--- src/rtl/cdc_fifo_gray_src_multi.sv ---
// Source half of a multi-channel gray-pointer CDC FIFO with a drain/isolate mode.
// Each channel owns a small storage array, a binary write pointer mirrored as a
// registered gray pointer, and a synchroniser for the destination's gray read
// pointer. A single isolate FSM blocks intake for all channels and reports when
// every in-flight beat has been consumed.
module cdc_fifo_gray_src_multi #(
  parameter int NumChan    = 5,
  parameter int DataWidth  = 32,
  parameter int LogDepth   = 1,
  parameter int SyncStages = 2
) (
  input  logic                                      src_clk_i,
  input  logic                                      src_rst_i,
  input  logic [NumChan*DataWidth-1:0]              src_data_i,
  input  logic [NumChan-1:0]                        src_valid_i,
  output logic [NumChan-1:0]                        src_ready_o,
  input  logic                                      isolate_i,
  output logic                                      isolated_o,
  output logic [NumChan*(LogDepth+1)-1:0]           fill_o,
  output logic [NumChan*(2**LogDepth)*DataWidth-1:0] async_data_o,
  output logic [NumChan*(LogDepth+1)-1:0]           async_wptr_o,
  input  logic [NumChan*(LogDepth+1)-1:0]           async_rptr_i
);

  localparam int PtrW  = LogDepth + 1;
  localparam int Depth = 2 ** LogDepth;
  // Full when the pointers differ only in their MSB.
  localparam logic [PtrW-1:0] MsbFlip = PtrW'(1) << LogDepth;

  typedef enum logic [1:0] {
    RUN,
    DRAIN,
    ISOLATED
  } state_t;

  state_t              state_q, state_d;
  logic                isolated_q;
  logic [NumChan-1:0]  empty;

  function automatic logic [PtrW-1:0] gray2bin(input logic [PtrW-1:0] g);
    logic [PtrW-1:0] b;
    b[PtrW-1] = g[PtrW-1];
    for (int i = PtrW - 2; i >= 0; i--) begin
      b[i] = b[i+1] ^ g[i];
    end
    return b;
  endfunction

  for (genvar c = 0; c < NumChan; c++) begin : g_chan
    logic [PtrW-1:0]      wbin, wbin_next, wptr_q, rbin, fill;
    logic [PtrW-1:0]      sync_q [SyncStages];
    logic [DataWidth-1:0] mem    [Depth];
    logic                 full, push;

    assign rbin      = gray2bin(sync_q[SyncStages-1]);
    assign full      = (wbin == (rbin ^ MsbFlip));
    assign fill      = wbin - rbin;
    assign wbin_next = wbin + PtrW'(1);
    assign empty[c]  = (fill == '0);

    // Intake gate: isolate_i acts combinationally, the FSM on the following edges.
    assign src_ready_o[c] = !src_rst_i && !full && (state_q == RUN) && !isolate_i;
    assign push           = src_valid_i[c] && src_ready_o[c];

    // Pointer, synchroniser and storage registers for this channel.
    always_ff @(posedge src_clk_i) begin
      // NOTE: sequential state uses non-blocking assignments so every flop samples pre-edge values.
      if (src_rst_i) begin
        wbin   <= '0;
        wptr_q <= '0;
        for (int i = 0; i < SyncStages; i++) sync_q[i] <= '0;
        // NOTE: storage is reset on purpose -- async_data_o must read all-zero after reset.
        for (int s = 0; s < Depth; s++) mem[s] <= '0;
      end else begin
        sync_q[0] <= async_rptr_i[c*PtrW +: PtrW];
        for (int i = 1; i < SyncStages; i++) sync_q[i] <= sync_q[i-1];
        if (push) begin
          mem[wbin[LogDepth-1:0]] <= src_data_i[c*DataWidth +: DataWidth];
          wbin                    <= wbin_next;
          wptr_q                  <= wbin_next ^ (wbin_next >> 1);
        end
      end
    end

    assign async_wptr_o[c*PtrW +: PtrW] = wptr_q;
    assign fill_o[c*PtrW +: PtrW]       = fill;

    for (genvar s = 0; s < Depth; s++) begin : g_slot
      assign async_data_o[(c*Depth+s)*DataWidth +: DataWidth] = mem[s];
    end
  end

  // Isolate FSM next-state logic shared by all channels.
  always_comb begin
    // NOTE: default assigned first so no path leaves state_d unassigned (no latch).
    state_d = state_q;
    case (state_q)
      RUN:      if (isolate_i) state_d = DRAIN;
      DRAIN: begin
        if (!isolate_i)  state_d = RUN;
        else if (&empty) state_d = ISOLATED;
      end
      ISOLATED: if (!isolate_i) state_d = RUN;
      default:  state_d = RUN;
    endcase
  end

  // FSM state register and its registered isolated flag.
  always_ff @(posedge src_clk_i) begin
    if (src_rst_i) begin
      state_q    <= RUN;
      isolated_q <= 1'b0;
    end else begin
      state_q    <= state_d;
      isolated_q <= (state_d == ISOLATED);
    end
  end

  assign isolated_o = isolated_q;

endmodule

--- config.mk ---
export PLATFORM = sky130hd
export DESIGN_NAME = cdc_fifo_gray_src_multi
export DESIGN_NICKNAME = d
export VERILOG_FILES = /design/src/rtl/cdc_fifo_gray_src_multi.sv
export SDC_FILE = /design/constraint.sdc
export NUM_CORES = 1
export LEC_CHECK = 0
export ABC_AREA = 0
export CAP_MARGIN = 30
export CELL_PAD_IN_SITES_DETAIL_PLACEMENT = 1
export CELL_PAD_IN_SITES_GLOBAL_PLACEMENT = 1
export CORE_AREA = 2 2 206 208
export DETAILED_ROUTE_END_ITERATION = 8
export DIE_AREA = 0 0 208 210
export PLACE_DENSITY_LB_ADDON = 0.1
export SYNTH_ARGS = -nofsm -noshare
export SYNTH_HDL_FRONTEND = slang
export SYNTH_SLANG_ARGS = --single-unit
--- constraint.sdc ---
create_clock -name src_clk_i -period 3.4 [get_ports src_clk_i]
set_input_delay 0.68 -clock src_clk_i [delete_from_list [all_inputs] [get_ports src_clk_i]]
set_output_delay 0.68 -clock src_clk_i [all_outputs]
set_load 0.03 [all_outputs]
# Yosys cells after proc, flatten, opt, wreduce, memory -nomap -nowiden
# Memories as Yosys holds them, arrays and structs flattened.
# Cells that the tools add are included.
# W data, S select, Z words.
[totals]
reg_bits = 23
mem_bits_rw = 340
input_bits = 178
output_inout_bits = 346
wordCells = 152
memories = 10
[classes]
addsub = 10
n_eq_ne = 8
n_mux = 48
bitwise = 25
reduce_logical = 39
[memory_table]
columns = ["memory", "depth", "width", "rd", "rd_ports_with_merged_regs", "wr", "line_no", "text"]
rows = [
  ["g_chan[0].mem", 2, 32, 2, 0, 2, "52", "logic [DataWidth-1:0] mem [Depth];"],
  ["g_chan[1].mem", 2, 32, 2, 0, 2, "52", ""],
  ["g_chan[2].mem", 2, 32, 2, 0, 2, "52", ""],
  ["g_chan[3].mem", 2, 32, 2, 0, 2, "52", ""],
  ["g_chan[4].mem", 2, 32, 2, 0, 2, "52", ""],
  ["g_chan[0].sync_q", 2, 2, 2, 0, 2, "51", "logic [PtrW-1:0] sync_q [SyncStages];"],
  ["4 more memories", "-", "-", "-", "-", "-", "-", ""],
]
[ops]
columns = ["operator", "n"]
rows = [
  ["$mux W32", 5],
  ["$reduce_or A32 Y1", 5],
  ["$mux W1", 28],
  ["$mux W2", 14],
  ["$logic_and A1 B1 Y1", 20],
  ["$logic_not A2 Y1", 6],
  ["$add A2 B1 Y2 const B", 5],
  ["$eq A2 B2 Y1", 5],
  ["$or A1 B1 Y1", 10],
  ["$sub A2 B2 Y2", 5],
  ["$xor A2 B1 Y2", 5],
  ["$logic_not A1 Y1", 7],
  ["$pmux W2 S3", 1],
  ["$not A1 Y1", 5],
  ["$reduce_and A5 Y1", 1],
  ["$xor A1 B1 Y1", 5],
  ["$eq A2 B2 Y1 const B", 2],
  ["$eq A2 B1 Y1 const B", 1],
]

# Depth between registers and ports, before layout
# Gate-level depths: netlist of run 1.
[depth]
ltp_word = 12
depth_mapped = 7
depth_no_buf = 6

# Worst setup path before layout of run 1
# Ideal clock, no wire load.
[synth_path]
kind = "input -> register"
from = "input port isolate_i"
to = "memory g_chan[4].mem[0][0], enable pin"
setup_time_ns = 0.375
arrival_time_ns = 2.303
setup_slack_ns = 0.722
path_stages = 5
path_buffers = 1
cell_sequence = "or4_4 -> buf_6 -> a211o_4 -> nor2_8 -> or2_2"
[synth_lines]
columns = ["element", "line_no", "text"]
rows = [
  ["from (decl)", "17", "input logic isolate_i,"],
  ["to (decl)", "52", ""],
]

# Worst setup path in the final report of run 1
[layout_path]
from = "register g_chan[4].wbin[1]"
to = "output port fill_o[9]"
[layout_between]
elab_chain_cells = 1
[layout_lines]
columns = ["element", "line_no", "text"]
rows = [
  ["from (decl)", "50", "logic [PtrW-1:0] wbin, wbin_next, wptr_q, rbin, fill;"],
  ["from (signal assigned)", "79", "wbin <= wbin_next;"],
  ["$sub A2 B2 Y2", "57", "assign fill = wbin - rbin;"],
  ["to (decl)", "19", "output logic [NumChan*(LogDepth+1)-1:0] fill_o,"],
]
# Every way passes these cells.

==> metrics.txt, run 1 <==
status finished, final reports clean; wire per inst 20.6 um; Pint 8600 uW; post-CTS setup buffer count 0; Bufs and invs on worst path 1; synth unique cells 30; arrival time worst endpoint 2.43 ns; Final Setup Violations 0; register area share after synthesis 76.6%; CP Cell Sequence xor2_1 -> xor2_1 -> clkdlybuf4s50_1; Post-CTS Hold Fix Bufs 0; # resized after CTS 0; Syn Area/Cell 15.8 sq um; CP peak stage delay 0.76 ns; Clk pwr share 41.8%; Iter 0 DRT Violations 337; MaxCap Viol Count 0; number of synthesis warnings 0; Die Ht 210 um; Site Rows 75; WP data required 2.72 ns; Final Hold Viols 0; fill count 4129; Worst path most repeated cell xor2_1; post-route met1 wirelength 14700 um; Mapped Nets 1039; area of the multi-input gates 0.00292 sq mm; Total GRT Usage 18.3%; Die W 208 um; Worst-Margin Slew 0.535 ns; Seq cells post-synth 358; clock-pin slew on the worst setup and hold paths 0.06 ns; area grow syn2layout 55.4%; max layer used met5; Max VDD drop 0.338 mV; core region area 0.0415 sq mm; P_leak 0.00788 uW; Power Density 537 mW/mm^2; unrepaired setup endpoints after global routing no; worst-path fanout max 4; FMAX 0.322 GHz; CP delay by family, top buffers and inverters; WL final 40800 um; DR WL met3 3730 um; Starting Density 32.6%; share of layout cells above drive strength 1 8.00%; TritonCTS Buffers 42; Die Area 0.0437 sq mm; first-pass GRT wire length 59800 um; largest area contributor in the netlist edfxtp_1; number of global-route vias before repair 9249; sequential power share 45.0%; crit start category register; Ports 524; Avg Vias per Cell 4.40; TritonCTS clock tree done; Post-DRT Antenna Nets 0; Setup CP Type register to output pin; Reg area 0.0104 sq mm; Mapped Cells 855; max-slew violation count 0; drt pass-1 iters 4; setup TNS 0 ns; htree depth 2; Tot Pwr 11300 uW; worst skew pair latency 0.56 ns; top cells by area, synth edfxtp_1 71%, and2_1 15%, dfxtp_1 5.6%; CP max-delay cell clkdlybuf4s50_1; Final Cycle Share 91.4%; Post-Syn Area 0.0135 sq mm; minimum clock period 3.11 ns; CTS sink cnt 358; largest net degree at the start of global routing 34; GRT Residual Overflow 0; switching power share of the total 23.8%; # port buffers 523; area share of the largest cell type after synthesis 71.0%; Clock Path Buffers 3; Sw Pwr 2690 uW; metal2 WL 21100 um; HP Class register to register; initial antenna violation count 7; relative slew slack 64.2%; Comb power frac 13.1%; routed vias 8712; hpwl dp 29800 um; drt drc 0; skew final 0.0204 ns; Root Driver clkbuf_16; nets@finish 1591; Worst Setup End Kind output pin; RD Place Congestion 0.771
-- power by group through the flow --
stage	Clock, uW	Sequential, uW	Combinational, uW
global placement	0	5170	1500
floorplan	0	5590	263
global route	5000	5110	1560
finish	4720	5080	1480
detailed placement	0	5180	1510
CTS	4860	5090	1510
-- flip-flops by register name, indices dropped and copies added, names as in the netlist --
signal         flops
g_chan.wptr_q      5
g_chan.wbin       10
state_q            2
isolated_o         1
g_chan.sync_q     20
g_chan.mem       320
-- logic make-up (layout without fill, tap and decap cells) --
family                   count (synthesis)  in the layout  synth area share [%]
AND/OR/NAND/NOR                        383            383                  17.6
flip-flops                             358            358                  76.6
buffers and inverters                   57            639                  1.94
AO/OA/AOI/OAI                           28             28                  1.83
XOR/XNOR                                23             23                  1.49
adder cells (fa/ha/maj)                  6              6                 0.554
other                                    0              2                     0
-- layout make-up --
class | count | area share (%)
Clock buffer | 53 | 5.54
Antenna cell | 2 | 0.0238
Clock inverter | 21 | 1.33
Timing Repair Buffer | 548 | 26.5
Inverter | 17 | 0.303
Tap cell | 539 | 3.20
Multi-Input combinational cell | 440 | 13.9
Sequential cell | 358 | 49.3
-- worst paths after layout --
path                          start                     end  slack, ns  cells past startpoint
min reg2reg  g_chan[2].sync_q[0][0]  g_chan[2].sync_q[0][2]       0.42                      1
min          g_chan[2].sync_q[0][0]  g_chan[2].sync_q[0][2]       0.42                      1
max reg2reg  g_chan[0].sync_q[0][3]    g_chan[0].mem[0][20]       1.05                      7
max               g_chan[4].wbin[1]               fill_o[9]       0.29                      3
-- per-layer routing --
metal  track usage (%)  up-vias
li1                  -     4058
met1              19.6     4244
met2              32.3      329
met3              7.33       71
met4              7.24       10
met5                 0        -
-- stage by stage --
step	setup WS [ns]	area [sq um]	instances	utilization [%]	hold WS (ns)
after floorplan	0.722	13500	855	-	0.414
after global placement	0.398	19600	1902	47.2	0.424
after detailed placement	0.368	19600	1902	47.2	0.430
after CTS	0.202	21000	1976	50.7	0.419
after global routing	0.137	21000	1978	50.7	0.447
final	0.294	21000	1978	50.7	0.417
-- cells in the mapped netlist --
| library cell | count |
|---|---|
| nor2_1 | 9 |
| or3b_2 | 1 |
| clkbuf_1 | 31 |
| or4_1 | 1 |
| buf_6 | 4 |
| or4bb_1 | 1 |
| nor2_8 | 1 |
| or2_2 | 10 |
| xor2_1 | 11 |
| inv_1 | 17 |
| nand4_1 | 2 |
| o21ai_1 | 1 |
| dfxtp_1 | 38 |
| and2_1 | 320 |
| ha_1 | 6 |
| a2111oi_4 | 1 |
| a21oi_1 | 5 |
| a211oi_4 | 4 |
| or4_4 | 1 |
| xnor2_1 | 12 |
| nor4_1 | 1 |
| o21ai_0 | 11 |
| edfxtp_1 | 320 |
| buf_4 | 5 |
| nand3b_1 | 5 |
| a211o_4 | 1 |
| a21o_1 | 1 |
| nor2b_1 | 21 |
| nand2_1 | 10 |
| o211ai_1 | 4 |
-- layout by cell type (no fill, tap or decap), types with 6 or more instances in the layout --
cell,count
edfxtp_1,320
dfxtp_1,38
ha_1,6
clkbuf_1,7
inv_1,17
buf_4,17
nor2b_1,21
nor2_1,7
buf_12,13
xnor2_1,12
nand2_1,10
clkdlybuf4s50_1,517
clkinv_2,7
clkbuf_16,45
bufinv_16,7
and2_1,320
o21ai_0,11
or2_2,10
xor2_1,11
No activity file was read; power rests on OpenSTA's default activity.
==> run 2, diff against run 1 <==
--- a/config.mk
+++ b/config.mk
@@ -9,9 +9,10 @@
 export CAP_MARGIN = 30
 export CELL_PAD_IN_SITES_DETAIL_PLACEMENT = 1
 export CELL_PAD_IN_SITES_GLOBAL_PLACEMENT = 1
-export CORE_AREA = 2 2 206 208
+export CORE_AREA = 2 2 203 205
+export CTS_BUF_LIST = sky130_fd_sc_hd__clkbuf_2
 export DETAILED_ROUTE_END_ITERATION = 8
-export DIE_AREA = 0 0 208 210
+export DIE_AREA = 0 0 205 207
 export PLACE_DENSITY_LB_ADDON = 0.1
 export SYNTH_ARGS = -nofsm -noshare
 export SYNTH_HDL_FRONTEND = slang
==> run 2 against run 1 <==
First-iteration DRC count fell by 5.3%. Routed wire length shrank 0.80%. Highest routed layer unchanged. Final area shrank 2.3%. Setup slack worse by 0.054 ns. Fmax is 1.7% lower. Critical path type unchanged. Combinational power about the same. Critical endpoint is now src_ready_o[2].
==> metrics.txt, run 2 (synthesized netlist as in run 1, its figures left out) <==
Worst Setup End Kind output pin; Final Cycle Share 93.0%; Final Hold Viols 0; Clk pwr share 33.3%; switching power share of the total 27.8%; GRT Residual Overflow 0; Setup CP Type register to output pin; Avg Vias per Cell 4.36; status finished, final reports clean; Top Registers g_chan.mem: 320 flops, g_chan.sync_q: 20 flops, g_chan.wbin: 10 flops; Pint 7090 uW; setup TNS 0 ns; max layer used met5; Comb power frac 15.0%; TritonCTS Buffers 95; initial antenna violation count 8; Starting Density 33.5%; Bufs and invs on worst path 1; arrival time worst endpoint 2.48 ns; CP max-delay cell or4_4; clock-pin slew on the worst setup and hold paths 0.10 ns; RD Place Congestion 0.787; max reg flops 320; Total GRT Usage 18.8%; max-slew violation count 0; CTS sink cnt 358; DR WL met3 3840 um; CP Cell Sequence or4_4 -> a21oi_1 -> buf_12; Site Rows 74; nets@finish 1643; Reg with most FFs g_chan.mem; commonest non-fill, non-tap cells in the layout 507 x clkdlybuf4s50_1, 320 x and2_1, 320 x edfxtp_1, 149 x clkbuf_2, 38 x dfxtp_1; FMAX 0.316 GHz; wire per inst 19.5 um; largest net degree at the start of global routing 43; Worst-Margin Slew 0.447 ns; worst-path fanout max 11; Post-CTS Hold Fix Bufs 0; Final Non-Filler Cells 2076; Die W 205 um; WL final 40400 um; area grow syn2layout 51.8%; Max VDD drop 0.270 mV; post-CTS setup buffer count 0; P_leak 0.00791 uW; Worst Hold Depth 2; relative slew slack 70.1%; TritonCTS clock tree done; dpl cell area 0.0196 sq mm; Worst path depth 3; reg2reg end g_chan[2].mem[0][22]; worst r2r src g_chan[2].sync_q[0][3]; Post-DRT Antenna Nets 0; first-pass GRT wire length 59300 um; CP peak stage delay 0.68 ns; Final Setup Violations 0; htree depth 3; unrepaired setup endpoints after global routing no; Ports 524; Root Driver clkbuf_2; core region area 0.0404 sq mm; sequential power share 51.7%; skew final 0.0571 ns; # port buffers 523; routed vias 9050; worst skew pair latency 0.98 ns; drt drc 0; post-route met1 wirelength 14900 um; share of layout cells above drive strength 1 13.7%; CP delay by family, top simple AND/OR/NAND/NOR gates; crit start category register; Die Area 0.0424 sq mm; WP data required 2.72 ns; Crit. Startpoint state_q[1]; MaxCap Viol Count 0; Clock Path Buffers 3; metal2 WL 20500 um; Iter 0 DRT Violations 319; Layout Cell Area excl Fill 0.0206 sq mm; Critical Path End src_ready_o[2]; R2R depth 7; hpwl dp 29000 um; # resized after CTS 17; number of global-route vias before repair 9488; drt pass-1 iters 4; setup slack, reg-to-reg 1.05 ns; Power Density 478 mW/mm^2; Sw Pwr 2730 uW; commonest non-fill, non-tap cell in the layout clkdlybuf4s50_1; Inst Count DP 1894; fill count 4143; HP Class input pin to register; Die Ht 207 um; minimum clock period 3.16 ns
==> run 2: cell count changes in the layout (fill, tap and decap cells not counted), sizes merged, moves of 3 or more <==
cell / before / now
diode: 2 / 7
clkdlybuf4s50: 517 / 507
bufinv: 7 / 4
dlygate4sd2: 0 / 8
clkinv: 12 / 21
clkbuf: 53 / 149
==> run 2: layout make-up <==
class | instances | area, sq um | share of cell area [%]
clock buffer | 149 | 746 | 3.63
timing repair buffer | 547 | 5570 | 27.1
sequential | 358 | 10400 | 50.4
inverter | 17 | 63.8 | 0.310
multi-input combinational | 440 | 2920 | 14.2
clock inverter | 26 | 208 | 1.01
tap | 532 | 666 | 3.24
antenna | 7 | 17.5 | 0.0852
==> run 2: worst min-delay path by stage <==
stage                            from                      to  slack [ns]
5_1_grt               async_rptr_i[5]  g_chan[2].sync_q[0][1]        0.13
4_1_cts               async_rptr_i[5]  g_chan[2].sync_q[0][1]        0.06
3_5_place_dp   g_chan[4].sync_q[0][1]  g_chan[4].sync_q[0][3]        0.43
2_1_floorplan  g_chan[0].sync_q[0][0]  g_chan[0].sync_q[0][2]        0.41
3_3_place_gp   g_chan[4].sync_q[0][0]  g_chan[4].sync_q[0][2]        0.43
6_report              async_rptr_i[4]  g_chan[2].sync_q[0][0]        0.24
==> run 2: power groups by stage <==
| stage | Combinational, uW | Clock, uW | Sequential [uW] |
|---|---|---|---|
| finish | 1470 | 3270 | 5070 |
| floorplan | 263 | 0 | 5590 |
| global route | 1550 | 3630 | 5100 |
| global placement | 1500 | 0 | 5170 |
| CTS | 1500 | 3450 | 5080 |
| detailed placement | 1500 | 0 | 5180 |
==> run 2: routing by layer <==
| metal | GRT usage, % | up-vias |
|---|---|---|
| met4 | 9.13 | 4 |
| met2 | 31.9 | 376 |
| met3 | 7.80 | 64 |
| met1 | 20.1 | 4385 |
| li1 | - | 4221 |
| met5 | 0 | - |
==> run 2: through the flow <==
stage | power (uW) | utilization (%) | worst slack (ns) | hold WS [ns]
final | 9820 | 50.9 | 0.240 | 0.244
after CTS | 10000 | 50.9 | 0.0446 | 0.0634
after floorplan | 5850 | - | 0.722 | 0.414
after global routing | 10300 | 50.9 | 0.0580 | 0.134
after detailed placement | 6680 | 48.5 | 0.287 | 0.428
after global placement | 6670 | 48.5 | 0.330 | 0.426
==> run 3, diff against run 2 <==
--- a/config.mk
+++ b/config.mk
@@ -6,6 +6,7 @@
 export NUM_CORES = 1
 export LEC_CHECK = 0
 export ABC_AREA = 0
+export ABC_CLOCK_PERIOD_IN_PS = 3400
 export CAP_MARGIN = 30
 export CELL_PAD_IN_SITES_DETAIL_PLACEMENT = 1
 export CELL_PAD_IN_SITES_GLOBAL_PLACEMENT = 1
@@ -14,6 +15,7 @@
 export DETAILED_ROUTE_END_ITERATION = 8
 export DIE_AREA = 0 0 205 207
 export PLACE_DENSITY_LB_ADDON = 0.1
+export SKIP_LAST_GASP = 1
 export SYNTH_ARGS = -nofsm -noshare
 export SYNTH_HDL_FRONTEND = slang
 export SYNTH_SLANG_ARGS = --single-unit
==> run 3 against run 2 <==
Register-to-register slack worse by 0.05 ns. Total power about the same. Final cell count unchanged. Sequential power about the same. First-iteration DRC count down 0.31%. Sequential share of layout area about the same. Worst hold slack worse by 0.00099 ns. Critical path depth up 1. Largest cell class unchanged.
==> metrics.txt, run 3 (synthesized netlist as in run 1, its figures left out) <==
initial antenna violation count 8; Root Driver clkbuf_2; Max VDD drop 0.270 mV; area grow syn2layout 51.8%; Site Rows 74; WHS 0.243 ns; Final Setup Violations 0; largest net degree at the start of global routing 43; Reg with most FFs g_chan.mem; # port buffers 523; first-pass GRT wire length 59300 um; setup TNS 0 ns; core region area 0.0404 sq mm; worst r2r src state_q[0]; Layout Cell Area excl Fill 0.0206 sq mm; FMAX 0.310 GHz; commonest non-fill, non-tap cells in the layout 507 x clkdlybuf4s50_1, 320 x and2_1, 320 x edfxtp_1, 149 x clkbuf_2, 38 x dfxtp_1; max-slew violation count 0; drt drc 0; post-place setup slack 0.287 ns; reg2reg end g_chan[4].mem[0][20]; minimum clock period 3.23 ns; hpwl dp 29000 um; Final Cycle Share 95.0%; crit start category register; Total GRT Usage 18.8%; routed vias 9052; htree depth 3; TritonCTS clock tree done; HP Class input pin to register; WL final 40400 um; Clock Path Buffers 3; Worst-Margin Slew 0.447 ns; dpl cell area 0.0196 sq mm; Avg Vias per Cell 4.36; setup slack, reg-to-reg 1.00 ns; CP Cell Sequence inv_1 -> ha_1 -> xor2_1 -> dlygate4sd2_1; Worst Hold Depth 2; clock-pin slew on the worst setup and hold paths 0.10 ns; share of layout cells above drive strength 1 13.7%; wire per inst 19.5 um; Setup CP Type register to output pin; drt pass-1 iters 4; status finished, final reports clean; hold path startpoint async_rptr_i[4]; unrepaired setup endpoints after global routing no; worst skew pair latency 0.99 ns; CTS sink cnt 358; Die Area 0.0424 sq mm; skew final 0.0571 ns; RD Place Congestion 0.787; nets@finish 1643; Setup WS post-layout 0.170 ns; Tot Pwr 9820 uW; WP data required 2.72 ns; arrival time worst endpoint 2.55 ns; P_leak 0.00791 uW; Ports 524; Die W 205 um; TritonCTS Buffers 95; Final Hold Viols 0; CP max-delay cell dlygate4sd2_1; CP peak stage delay 0.51 ns; Post-DRT Antenna Nets 0; Top Registers g_chan.mem: 320 flops, g_chan.sync_q: 20 flops, g_chan.wbin: 10 flops; max reg flops 320; GRT Residual Overflow 0; relative slew slack 70.1%; Post-CTS Hold Fix Bufs 0; R2R depth 5; Hold Path Sink g_chan[2].sync_q[0][0]; Power Density 478 mW/mm^2; Die Ht 207 um; worst-path fanout max 3; Starting Density 33.5%; MaxCap Viol Count 0; Iter 0 DRT Violations 318; Worst Setup End Kind output pin; commonest non-fill, non-tap cell in the layout clkdlybuf4s50_1; number of global-route vias before repair 9493
## run 3: worst max-delay path by stage
stage,to,start,slack (ns),depth (start not counted)
2_1_floorplan,g_chan[4].mem[0][0],isolate_i,0.72,5
5_1_grt,src_ready_o[1],state_q[0],0.01,3
6_report,fill_o[9],g_chan[4].wbin[0],0.17,4
3_3_place_gp,g_chan[4].mem[0][11],isolate_i,0.33,6
4_1_cts,fill_o[9],g_chan[4].wbin[0],-0.02,4
3_5_place_dp,g_chan[4].mem[0][6],isolate_i,0.29,6
## run 3: power breakdown
group	internal, uW	switching (uW)
clock	1460	1820
sequential	5000	70.4
combinational	633	839
## run 3: area by class of cell
cell class / count / area, sq um
Fill cell: 4143 / 19800
Sequential cell: 358 / 10400
Timing Repair Buffer: 547 / 5560
Multi-Input combinational cell: 440 / 2920
Clock buffer: 149 / 746
Tap cell: 532 / 666
Clock inverter: 26 / 208
Inverter: 17 / 63.8
Antenna cell: 7 / 17.5
## run 3: worst max-delay path: cells and delay by family, from the launching register on
kind       cells  cell delay, ns
xor+xnor       1            0.24
fa+ha+maj      1            0.24
buf+inv        2            0.66
flops          1            0.46
## run 3: repair_timing
item / CTS / global route
buffers inserted: 0 / 0
gates resized for setup: 15 / 0
setup endpoints to repair: 13 / 0
## run 3: layer usage
metal	share of wire (%)	wire (um)	GRT usage, %
met4	3.0	1210	9.38
met1	37	14800	20.1
met3	9.5	3850	7.82
met5	0.052	21	0
met2	51	20500	31.8
## run 3: through the flow
step,utilization [%],instances
floorplan,-,855
global route,50.9,2075
finish,50.9,2076
CTS,50.9,2069
detailed placement,48.5,1894
global placement,48.5,1894
